### src/rtl/fetch_stage.sv
// Fetch stage of the RV32I pipeline: owns the PC, issues in-order word fetches
// to instruction memory and buffers returned instructions for decode.
module fetch_stage #(
  parameter logic [31:0] RESET_PC = 32'h0000_0000,
  parameter int          DEPTH    = 4
) (
  input  logic        clk,
  input  logic        rst,
  output logic        imem_req_valid,
  input  logic        imem_req_ready,
  output logic [31:0] imem_req_addr,
  input  logic        imem_resp_valid,
  input  logic [31:0] imem_resp_data,
  input  logic        redirect_valid,
  input  logic [31:0] redirect_pc,
  output logic        out_valid,
  input  logic        out_ready,
  output logic [95:0] out_bus
);

  localparam int AW = $clog2(DEPTH);
  localparam int CW = AW + 1;
  localparam logic [CW:0] DEPTH_C = (CW + 1)'(DEPTH);

  typedef logic [CW-1:0] cnt_t;
  typedef logic [AW-1:0] ptr_t;

  typedef struct packed {
    logic [31:0] instr;
    logic [31:0] pc;
  } fifo_entry_t;

  logic [31:0] pc_q, pc_d;
  cnt_t        inflight_q, inflight_d;
  cnt_t        kill_q, kill_d;
  cnt_t        fifo_cnt_q, fifo_cnt_d;
  ptr_t        pcq_wr_q, pcq_wr_d, pcq_rd_q, pcq_rd_d;
  ptr_t        fifo_wr_q, fifo_wr_d, fifo_rd_q, fifo_rd_d;

  logic [31:0] pcq_mem  [DEPTH];
  fifo_entry_t fifo_mem [DEPTH];

  logic        credit;
  logic        req_fire;
  logic        resp_live;
  logic        kill_dec;
  logic        pop;
  logic [CW:0] occupancy;
  fifo_entry_t head;

  // Credit looks only at registered occupancy, so a same-cycle pop never frees a slot.
  assign occupancy = {1'b0, inflight_q} + {1'b0, fifo_cnt_q};
  assign credit    = occupancy < DEPTH_C;

  assign imem_req_valid = ~rst & ~redirect_valid & credit;
  assign imem_req_addr  = pc_q;
  assign req_fire       = imem_req_valid & imem_req_ready;

  assign resp_live = imem_resp_valid & (kill_q == '0) & ~redirect_valid;
  assign kill_dec  = imem_resp_valid & (kill_q != '0);

  assign head      = fifo_mem[fifo_rd_q];
  assign out_valid = ~rst & (fifo_cnt_q != '0) & ~redirect_valid;
  assign out_bus   = {head.instr, head.pc, head.pc + 32'd4};
  assign pop       = out_valid & out_ready;

  always_comb begin
    // NOTE: every next-state signal gets a default first so no latch is inferred.
    pc_d       = req_fire ? pc_q + 32'd4 : pc_q;
    inflight_d = inflight_q + cnt_t'(req_fire) - cnt_t'(imem_resp_valid);
    kill_d     = kill_q - cnt_t'(kill_dec);
    fifo_cnt_d = fifo_cnt_q + cnt_t'(resp_live) - cnt_t'(pop);
    fifo_wr_d  = fifo_wr_q + AW'(resp_live);
    fifo_rd_d  = fifo_rd_q + AW'(pop);
    pcq_wr_d   = pcq_wr_q + AW'(req_fire);
    pcq_rd_d   = pcq_rd_q + AW'(imem_resp_valid);

    if (redirect_valid) begin
      // Everything still outstanding after this cycle's response becomes stale.
      pc_d       = redirect_pc & 32'hFFFF_FFFC;
      kill_d     = inflight_q - cnt_t'(imem_resp_valid);
      inflight_d = inflight_q - cnt_t'(imem_resp_valid);
      fifo_cnt_d = '0;
      fifo_rd_d  = fifo_wr_q;
    end
  end

  always_ff @(posedge clk) begin
    if (rst) begin
      pc_q       <= RESET_PC;
      inflight_q <= '0;
      kill_q     <= '0;
      fifo_cnt_q <= '0;
      fifo_wr_q  <= '0;
      fifo_rd_q  <= '0;
      pcq_wr_q   <= '0;
      pcq_rd_q   <= '0;
    end else begin
      pc_q       <= pc_d;
      inflight_q <= inflight_d;
      kill_q     <= kill_d;
      fifo_cnt_q <= fifo_cnt_d;
      fifo_wr_q  <= fifo_wr_d;
      fifo_rd_q  <= fifo_rd_d;
      pcq_wr_q   <= pcq_wr_d;
      pcq_rd_q   <= pcq_rd_d;
    end
  end

  // NOTE: storage arrays are not reset; the reset pointers and counts mark them empty.
  always_ff @(posedge clk) begin
    if (req_fire) begin
      pcq_mem[pcq_wr_q] <= pc_q;
    end
    if (resp_live) begin
      fifo_mem[fifo_wr_q] <= '{instr: imem_resp_data, pc: pcq_mem[pcq_rd_q]};
    end
  end

endmodule

### config.mk
export PLATFORM = sky130hd
export DESIGN_NAME = fetch_stage
export DESIGN_NICKNAME = d
export VERILOG_FILES = /design/src/rtl/fetch_stage.sv
export SDC_FILE = /design/constraint.sdc
export NUM_CORES = 1
export LEC_CHECK = 0
export ABC_AREA = 1
export CAP_MARGIN = 20
export CORE_ASPECT_RATIO = 1.1
export CORE_MARGIN = 8
export CORE_UTILIZATION = 61
export CTS_CLUSTER_DIAMETER = 120
export DETAILED_ROUTE_END_ITERATION = 7
export PLACE_DENSITY = 0.93
export REMOVE_ABC_BUFFERS = 1
export SLEW_MARGIN = 20
export SYNTH_ARGS = -nofsm -noshare
export SYNTH_HDL_FRONTEND = slang
export SYNTH_SLANG_ARGS = --single-unit
### constraint.sdc
create_clock -name clk -period 10.9 [get_ports clk]
set_input_delay 1.09 -clock clk [delete_from_list [all_inputs] [get_ports clk]]
set_output_delay 1.09 -clock clk [all_outputs]
set_load 0.05 [all_outputs]
### Yosys cells after proc, flatten, opt, wreduce, memory -nomap -nowiden

Memories as Yosys holds them, arrays and structs flattened. A register that Yosys moved wholly into a read port is not among the register bits.
Cells that the tools add are included.
W data, S select, Z words.

| word-level totals | value |
|---|---|
| bits in registers | 49 |
| RAM bits | 384 |
| word-level logic and storage cells | 52 |
| memories | 2 |

| operators by class | value |
|---|---|
| $add $sub $neg | 13 |
| magnitude comparators | 1 |
| muxes and demuxes | 11 |
| bitwise logic cells | 11 |
| reductions and logical operators | 5 |

Memories:

| memory | words | bits a word | read ports | clocked after Yosys merged registers in | wr ports | line | source |
|---|---|---|---|---|---|---|---|
| fifo_mem | 4 | 64 | 1 | 1 | 1 | 41 | `fifo_entry_t fifo_mem [DEPTH];` |
| pcq_mem | 4 | 32 | 1 | 1 | 1 | 40 | `logic [31:0] pcq_mem [DEPTH];` |

Operators by type and width:

| cell | number |
|---|---|
| $add A32 B3 Y32 const B | 2 |
| $mux W32 | 2 |
| $sub A3 B1 Y3 | 4 |
| $and A1 B1 Y1 | 9 |
| $add A2 B1 Y2 | 4 |
| $add A3 B1 Y3 | 2 |
| $mux W2 | 3 |
| $mux W3 | 2 |
| $reduce_bool A3 Y1 | 2 |
| $add A3 B3 Y4 | 1 |
| $lt A4 B3 Y1 const B | 1 |
| $mux W1 | 4 |
| $logic_not A3 Y1 | 1 |
| $not A1 Y1 | 2 |
| $reduce_bool A2 Y1 | 1 |
| $reduce_or A2 Y1 | 1 |

### Longest topological paths before layout

Gate-level depths: netlist of the first run.

| depth | value |
|---|---|
| depth in word-level cells | 7 |
| depth in mapped cells | 14 |
| depth with buffers taken out | 12 |

### Worst setup path after synthesis of the first run

Ideal clock, no wire load.

| path | value |
|---|---|
| path type | input -> register |
| from | input redirect_valid |
| to | memory fifo_mem[2][10] in the netlist's numbering (enable) |
| data arrival time | 5.792 ns |
| required time | 10.341 ns |
| slack | 4.550 ns |
| stages on the path | 4 |
| buffers on the path | 1 |
| cell sequence | clkbuf_2 > clkinv_1 > nand3_1 > nor3_1 |

| on the way | value |
|---|---|
| word-level cells in the longest chain between the ends | 4 |

Ends and longest elaborated chain:

| element | line | source |
|---|---|---|
| start, declared | 14 | `input logic redirect_valid,` |
| $not A1 Y1 | 59 | `assign resp_live = imem_resp_valid & (kill_q == '0) & ~redirect_valid;` |
| $and A1 B1 Y1 | 59 |  |
| $mux W1 | 115 | `if (resp_live) begin` |
| $mux W1 (implied by the code) | 116 | `fifo_mem[fifo_wr_q] <= '{instr: imem_resp_data, pc: pcq_mem[pcq_rd_q]};` |
| end, declared | 41 |  |

No other way between the ends.

==> impl_metrics.yaml, run 1 <==
outcome:
  status: "complete, no violations"
floorplan:
  dieArea_mm2: 0.0356
  die_h_um: 197
  rows: 66
  initial_core_util_pct: 61.6
  io_pins: 200
  coreArea_mm2: 0.0295
  die_w_um: 181
global_route:
  grtUsageTotal_pct: 25.4
  grt_pass1_wl_um: 72200
  grt_max_degree: 127
  grt_overflow: 0
  grt_pass1_vias: 13477
  antenna_found_initial: 0
timing:
  fin_skew_ps: 20.1
  fmax_mhz: 181
  tns_ps: 0
  setup_ws_ps: 5370
  max_slew_margin_pct: 34.4
  setup_violations: 0
  period_needed_ps: 5530
  finalHoldViolations: 0
  timing.final.crit_share_pct: 50.7
  rsz0062_at_grt: "false"
  maxSlewViolCount: 0
  worst-slew-pin-transition_ps: 984
pwr:
  ir_drop_v: 0.000159
  power_density_mw_per_mm2: 178
  power_mw: 3.83
  power.leakage_nw: 7.94
place:
  place_ws_ps: 5980
  port_buffers: 191
  dp_hpwl_um: 28600
  dp.cells: 2243
  dpl_cell_area_mm2: 0.0203
  gp_congestion: 0.893
logic_synthesis:
  syn_inst: 1738
  postSynthAreaPerCell_um2: 10.5
  synth_cell_types: 40
  syn_area_mm2: 0.0182
  yosys_warnings: 0
  ys_ff_latch: 415
  yosysSeqAreaShare_pct: 66.0
cells_and_area:
  filler_cell_count: 1872
  final_cells: 2318
  layout.nets: 2000
  fin_area_mm2: 0.0216
  mostFrequentLayoutCell: "nand2_1"
  drive_above_1_share_pct: 6.79
  diodes: 0
  syn_to_final_growth_pct: 18.7
  layout_common_cells: "nand2_1 (431), edfxtp_1 (368), nor2_1 (214), clkdlybuf4s50_1 (191), o21ai_0 (148)"
job:
  drv_cap: 0
setup_path:
  rrSetupSlack_ps: 8170
  crit_path_end_kind: "output port"
  path_cells: "buf_4, o21ai_0, nand2_1, ha_1, nand3_2, nor2_1, nand2_1, xor2_1, clkdlybuf4s50_1"
  start_kind: "flip-flop"
  r2r-start: "inflight_q[2]"
  crit_arrival_ps: 4440
  r2r-end: "inflight_q[2]"
  crit_cells: 9
  path_max_fanout: 82
  slowest_stage: "clkdlybuf4s50_1"
  critPathLaunch: "fifo_rd_q[0]"
  critical_path_class: "reg -> out"
  worstPathBufferInverterCount: 2
  crit_top_cell: "nand2_1"
  critPathTopFamily: "buffers and inverters"
  rr_worst_depth: 12
  cp.required_ps: 9810
  crit_path_max_incr_delay_ps: 860
  cp-endpoint: "out_bus[16]"
drt:
  drt_iter0_drc: 1581
  detail-route-antenna-nets: 0
  firstDrtPassIters: 7
  vias: 13731
  wl_um: 46100
  drc_errors: 0
  vias_per_cell: 5.92
  wire_per_inst_um: 19.9
clocking:
  cts_sinks: 415
  cts_buffer_depth: 3
  numCtsBuffers: 41
  cts_setup_buffers: 0
  cts_tree: "done"
  hold_buffers: 0
  cts-htree-levels: 2
  cts.repair.resized: 0
  clk_pin_slew_ps: 60
  cts_root_buf: "clkbuf_16"
  clock_latency_ps: 530
min_path:
  hold_class: "reg -> reg"
kinds of logic (layout without fill, tap and decap cells):
kind of cell	count (synthesis)	count (layout)	synth area share, %
AND/OR/NAND/NOR	829	829	19.0
flip-flops	415	415	66.0
AO/OA/AOI/OAI	253	253	7.54
buffers and inverters	194	395	4.81
XOR/XNOR	28	28	1.35
adder cells (fa/ha/maj)	18	18	1.32
other	1	6	0.0206
how the worst min path moves through the flow:
| stage | slack (ps) | cells past startpoint | endpoint | start |
|---|---|---|---|---|
| 3_5_place_dp | 550 | 0 | pcq_mem[1][2] | imem_req_addr[2] |
| 6_report | 570 | 0 | pcq_mem[2][2] | imem_req_addr[2] |
| 4_1_cts | 560 | 0 | pcq_mem[0][2] | imem_req_addr[2] |
| 3_3_place_gp | 530 | 0 | pcq_mem[1][2] | imem_req_addr[2] |
| 5_1_grt | 580 | 0 | pcq_mem[2][2] | imem_req_addr[2] |
| 2_1_floorplan | 520 | 2 | fifo_rd_q[0] | fifo_wr_q[0] |
synth_stat cells, drive strengths merged:
| cell type | instances | area (µm²) |
|---|---|---|
| a21oi | 26 | 130 |
| a22oi | 1 | 7.51 |
| a31oi | 7 | 43.8 |
| a32oi | 1 | 8.76 |
| buf | 38 | 279 |
| clkbuf | 43 | 164 |
| clkinv | 1 | 3.75 |
| conb | 1 | 3.75 |
| dfxtp | 47 | 941 |
| edfxtp | 368 | 11100 |
| fa | 2 | 40.0 |
| ha | 16 | 200 |
| inv | 112 | 428 |
| nand2 | 453 | 1760 |
| nand3 | 109 | 551 |
| nand3b | 1 | 7.51 |
| nand4 | 11 | 68.8 |
| nor2 | 229 | 922 |
| nor3 | 23 | 120 |
| nor3b | 1 | 7.51 |
| o211ai | 1 | 7.51 |
| o21ai | 151 | 756 |
| o21bai | 1 | 7.51 |
| o221ai | 1 | 8.76 |
| o22ai | 64 | 400 |
| or2 | 2 | 12.5 |
| xnor2 | 9 | 78.8 |
| xor2 | 19 | 166 |
routing by layer:
layer | GRT usage [%] | vias up | part of all wire, %
li1 | - | 6312 | -
met1 | 32.8 | 6540 | 39
met2 | 43.8 | 777 | 49
met3 | 3.59 | 102 | 8.5
met4 | 8.82 | 0 | 3.0
met5 | 0 | - | 0
per-stage QoR:
stage / hold WS (ps) / utilization [%]
after CTS: 564 / 73.2
after global routing: 579 / 73.2
after floorplan: 516 / -
after global placement: 535 / 68.8
final: 570 / 73.2
after detailed placement: 553 / 68.8
area by class of cell:
| type | count | area [µm²] | area share [%] |
|---|---|---|---|
| clock buffer | 52 | 1130 | 5.24 |
| clock inverter | 23 | 154 | 0.713 |
| inverter | 113 | 432 | 2.00 |
| multi-input combinational | 1134 | 5360 | 24.9 |
| sequential | 415 | 12000 | 55.6 |
| tap | 374 | 468 | 2.17 |
| timing repair buffer | 207 | 2030 | 9.42 |
power breakdown:
group	switching, mW	internal [mW]	leakage [nW]	total, mW
Clock	0.583	0.762	0.622	1.34
Sequential	0.0360	1.79	3.74	1.83
Combinational	0.466	0.189	3.58	0.654
worst reg2reg max path, stage by stage (launching register included):
cell,delay (ps)
dfxtp_1,410
ha_1,270
nor2_1,90
nand2_1,70
nor2_2,110
nand2_2,240
ha_1,370
inv_1,40
ha_1,180
fa_1,390
or2_2,300
nand3_1,70
a21oi_1,70
registers in the layout (all words and copies together) (netlist names):
signal         cells
fifo_mem         248
pcq_mem          120
pcq_wr_q           2
pcq_rd_q           2
fifo_wr_q          2
fifo_cnt_q         3
inflight_q         3
fifo_rd_q          2
imem_req_addr     30
kill_q             3
(Power assumes the default switching activity.)
==> run 2, diff against run 1 <==
Settings changed: CORE_UTILIZATION 61 to 51, PLACE_DENSITY 0.93 to 0.84.
Clock period 10.9 ns to 4.8 ns, I/O delays scaled along.
==> run 2 against run 1 <==
Against the previous run: die area rose by 18%; clock-buffer cell count fell by 6; design area rose by 1.1%; utilization fell by 11 points; non-clock buffer count rose by 1; clock skew fell by 11 ps; register-to-register slack got worse by 6100 ps; sequential power rose by 130%; setup slack got worse by 4700 ps; worst hold slack got worse by 86 ps; sequential share of layout area fell by 0.62 points; power rose by 130%; critical path type unchanged.
==> impl_metrics.yaml, run 2 (synthesized netlist as in run 1, its figures left out) <==
setup_path:
  path_max_fanout: 80
  crit_arrival_ps: 3660
  r2r-start: "inflight_q[2]"
  crit_path_end_kind: "output port"
  start_kind: "flip-flop"
  rr_worst_depth: 12
  r2r-end: "inflight_q[2]"
  rrSetupSlack_ps: 2040
  path_cells: "buf_4, nand3_1, nand2_2, nand2_2, inv_1, nand2_1, nor2_4, nand2_1, xor2_1, clkdlybuf4s50_1"
  slowest_stage: "clkdlybuf4s50_1"
  crit_path_max_incr_delay_ps: 870
  cp.required_ps: 4320
  critical_path_class: "reg -> out"
outcome:
  status: "complete, no violations"
cells_and_area:
  registers.top_by_ff_count: "fifo_mem"
  fin_area_mm2: 0.0218
  largest_register_ffs: 248
  layout_common_cells: "nand2_1 (431), edfxtp_1 (368), nor2_1 (214), clkdlybuf4s50_1 (183), o21ai_0 (148)"
  mostFrequentLayoutCell: "nand2_1"
  final_cells: 2390
  utilization_pct: 62.1
  layout.nets: 2001
  drive_above_1_share_pct: 7.50
  syn_to_final_growth_pct: 20.1
  diodes: 0
clocking:
  cts_root_buf: "clkbuf_16"
  cts_buffer_depth: 3
  cts_tree: "done"
  numCtsBuffers: 41
  cts.repair.resized: 0
  cts_sinks: 415
  cts_setup_buffers: 0
  hold_buffers: 0
  clock_latency_ps: 540
  clk_pin_slew_ps: 70
  cts-htree-levels: 2
timing:
  maxSlewViolCount: 0
  fmax_mhz: 241
  timing.final.crit_share_pct: 86.3
  finalHoldViolations: 0
  period_needed_ps: 4140
  rsz0062_at_grt: "false"
  setup_violations: 0
  fin_skew_ps: 9.24
  holdWs_ps: 484
  tns_ps: 0
  worst-slew-pin-transition_ps: 978
  max_slew_margin_pct: 34.8
  setup_ws_ps: 656
global_route:
  grt_overflow: 0
  grt_max_degree: 128
  grt_pass1_wl_um: 69100
  grtUsageTotal_pct: 20.5
  grt_pass1_vias: 13177
  antenna_found_initial: 0
drt:
  drc_errors: 0
  wl_um: 44600
  vias: 13375
  wire_per_inst_um: 18.7
  detail-route-antenna-nets: 0
  vias_per_cell: 5.60
  firstDrtPassIters: 7
  drt_iter0_drc: 1069
floorplan:
  initial_core_util_pct: 51.7
  die_w_um: 196
  rows: 72
  io_pins: 200
  dieArea_mm2: 0.0419
  die_h_um: 214
  coreArea_mm2: 0.0351
place:
  place_ws_ps: 1130
  dpl_cell_area_mm2: 0.0204
  gp_congestion: 0.882
  port_buffers: 191
  dp_hpwl_um: 28100
  dp.cells: 2314
pwr:
  power.leakage_nw: 8.04
  power_mw: 8.97
  ir_drop_v: 0.000231
  power_density_mw_per_mm2: 411
min_path:
  hold_class: "in -> reg"
  hold_path_depth: 3
  holdPathEnd: "imem_req_addr[24]"
  min_from: "redirect_pc[24]"
job:
  drv_cap: 0
-- run 2: cell count changes in the layout (fill, tap and decap cells not counted), sizes merged --
cell and delta:
inv +1, clkinvlp -1, buf +9, bufinv +6, clkbuf -6, clkinv +1, clkdlybuf4s50 -8
-- run 2: how the worst max path moves through the flow --
stage                      start     endpoint  slack, ps
finish              fifo_rd_q[1]  out_bus[17]        660
global route        fifo_rd_q[0]  out_bus[12]        280
CTS                 fifo_rd_q[1]  out_bus[17]        530
detailed placement  fifo_rd_q[1]  out_bus[17]       1130
global placement    fifo_rd_q[1]  out_bus[17]       1180
floorplan           fifo_rd_q[0]  out_bus[16]       -860
-- run 2: critical path, delay by kind of cell (launching register included) --
kind / cells / cell delay, ps
flip-flops: 1 / 330
XOR/XNOR: 1 / 250
AND/OR/NAND/NOR: 6 / 920
buffers and inverters: 3 / 1610
-- run 2: where the power goes --
part           total, mW  internal [mW]  switching [mW]
Combinational       1.47          0.427            1.05
Clock               3.35           2.02            1.33
Sequential          4.15           4.07          0.0737
-- run 2: metal layers --
| layer | up-vias | share of wire (%) | global-route usage (%) |
|---|---|---|---|
| li1 | 6324 | - | - |
| met1 | 6366 | 41 | 26.4 |
| met2 | 595 | 48 | 34.5 |
| met3 | 90 | 8.3 | 3.55 |
| met4 | 0 | 2.6 | 7.03 |
| met5 | - | 0 | 0 |
-- run 2: area by class of cell --
cell class	count	area (µm²)
Fill cell	2654	13300
Inverter	113	432
Timing Repair Buffer	208	2040
Clock buffer	46	1090
Multi-Input combinational cell	1134	5360
Tap cell	444	556
Clock inverter	30	338
Sequential cell	415	12000
==> run 3, diff against run 2 <==
Settings changed: CORE_UTILIZATION 51 to 30, PLACE_DENSITY 0.84 to 0.58.
==> run 3 against run 2 <==
Against the previous run: sequential share of layout area decreased by 1.4 points; cell count is 14% higher; critical path depth is 1 higher; sequential power hardly changed; utilization is 25 points lower; power is 2.7% higher; clock power is 6% higher; design area increased by 2.7%; highest routed layer unchanged.
==> impl_metrics.yaml, run 3 (synthesized netlist as in run 1, its figures left out) <==
drt:
  firstDrtPassIters: 5
  drc_errors: 0
  routed-wl-met2_um: 23300
  drt_iter0_drc: 775
  wl_um: 49400
  wl_met1_um: 21700
  vias: 13074
  vias_per_cell: 4.81
  highest_layer: "met4"
  wl_met3_um: 2990
  wire_per_inst_um: 18.2
  detail-route-antenna-nets: 0
cells_and_area:
  drive_above_1_share_pct: 8.15
  filler_cell_count: 5792
  layout.nets: 2006
  largest_register_ffs: 248
  layout_common_cells: "nand2_1 (431), edfxtp_1 (368), nor2_1 (214), clkdlybuf4s50_1 (174), o21ai_0 (148)"
  seqCellArea_mm2: 0.0120
  multi_input_area_mm2: 0.00536
  diodes: 0
  utilization_pct: 37.4
  syn_to_final_growth_pct: 23.3
  mostFrequentLayoutCell: "nand2_1"
  registers.top_by_ff_count: "fifo_mem"
job:
  drv_cap: 0
setup_path:
  r2r-start: "inflight_q[2]"
  rr_worst_depth: 12
  path_max_fanout: 52
  crit_path_end_kind: "output port"
  cp.required_ps: 4320
  critPathLaunch: "fifo_rd_q[0]"
  start_kind: "flip-flop"
  crit_arrival_ps: 3940
  critical_path_class: "reg -> out"
timing:
  timing.final.crit_share_pct: 92.1
  maxSlewViolCount: 0
  period_needed_ps: 4420
  worst-slew-pin-transition_ps: 1070
  finalHoldViolations: 0
  rsz0062_at_grt: "false"
  setup_violations: 0
  max_slew_margin_pct: 28.9
  fin_skew_ps: 21.3
  fmax_mhz: 226
outcome:
  status: "complete, no violations"
floorplan:
  coreArea_mm2: 0.0599
  rows: 94
  die_h_um: 274
  die_w_um: 251
  dieArea_mm2: 0.0687
  io_pins: 200
  initial_core_util_pct: 30.4
min_path:
  hold_path_depth: 3
  hold_class: "in -> reg"
  min_from: "redirect_pc[24]"
pwr:
  ir_drop_v: 0.000250
  power_mw: 9.21
  power_density_mw_per_mm2: 411
  power.leakage_nw: 8.12
clocking:
  hold_buffers: 0
  clk_pin_slew_ps: 60
  cts.repair.resized: 0
  cts_tree: "done"
  clock_latency_ps: 570
  numCtsBuffers: 45
  cts_buffer_depth: 3
  cts_sinks: 415
  cts_setup_buffers: 0
  cts_root_buf: "clkbuf_16"
  cts-htree-levels: 2
place:
  port_buffers: 191
  dp_hpwl_um: 31600
  gp_congestion: 0.825
global_route:
  antenna_found_initial: 0
  grt_pass1_wl_um: 75200
  grt_overflow: 0
  grtUsageTotal_pct: 14.0
  grt_max_degree: 127
  grt_pass1_vias: 12757
-- run 3: through the flow --
stage	instance area, µm²	hold WS, ps	setup WS [ps]	setup TNS, ps	cells
2_1_floorplan	17700	516	-857	-205850	1662
3_3_place_gp	20900	552	982	0	2639
6_report	22400	455	379	0	2718
5_1_grt	22400	446	91.8	0	2718
4_1_cts	22400	425	315	0	2718
3_5_place_dp	20900	556	936	0	2639
-- run 3: routing by layer --
layer,global-route usage [%],vias to the layer above
li1,-,6321
met1,17.8,6308
met2,23.6,377
met3,2.93,68
met4,4.60,0
met5,0,-
-- run 3: critical path: stages, from the launching register on --
cell,delay (ps)
dfxtp_4,610
buf_4,540
nand2_1,150
nand2_1,100
nand2_1,60
nand2_2,160
nand2_2,100
nor2_2,150
nand2_1,80
nor2_2,240
xor2_1,260
clkdlybuf4s50_1,900
-- run 3: worst paths after layout --
check / endpoint / slack, ps
max reg2reg: inflight_q[2] / 2030
max: out_bus[11] / 380
min reg2reg: pcq_mem[2][2] / 560
min: imem_req_addr[24] / 460
-- run 3: area by class of cell --
cell class,count,area share (%)
Clock buffer,50,5.11
Clock inverter,29,1.56
Inverter,113,1.93
Multi-Input combinational cell,1134,23.9
Sequential cell,415,53.6
Tap cell,768,4.29
Timing Repair Buffer,209,9.62
-- run 3: report_power, final --
part | internal (mW) | leakage, nW | switching (mW)
clock network | 2.11 | 0.720 | 1.43
logic | 0.447 | 3.66 | 1.08
registers | 4.08 | 3.74 | 0.0786
total | 6.63 | 8.12 | 2.58
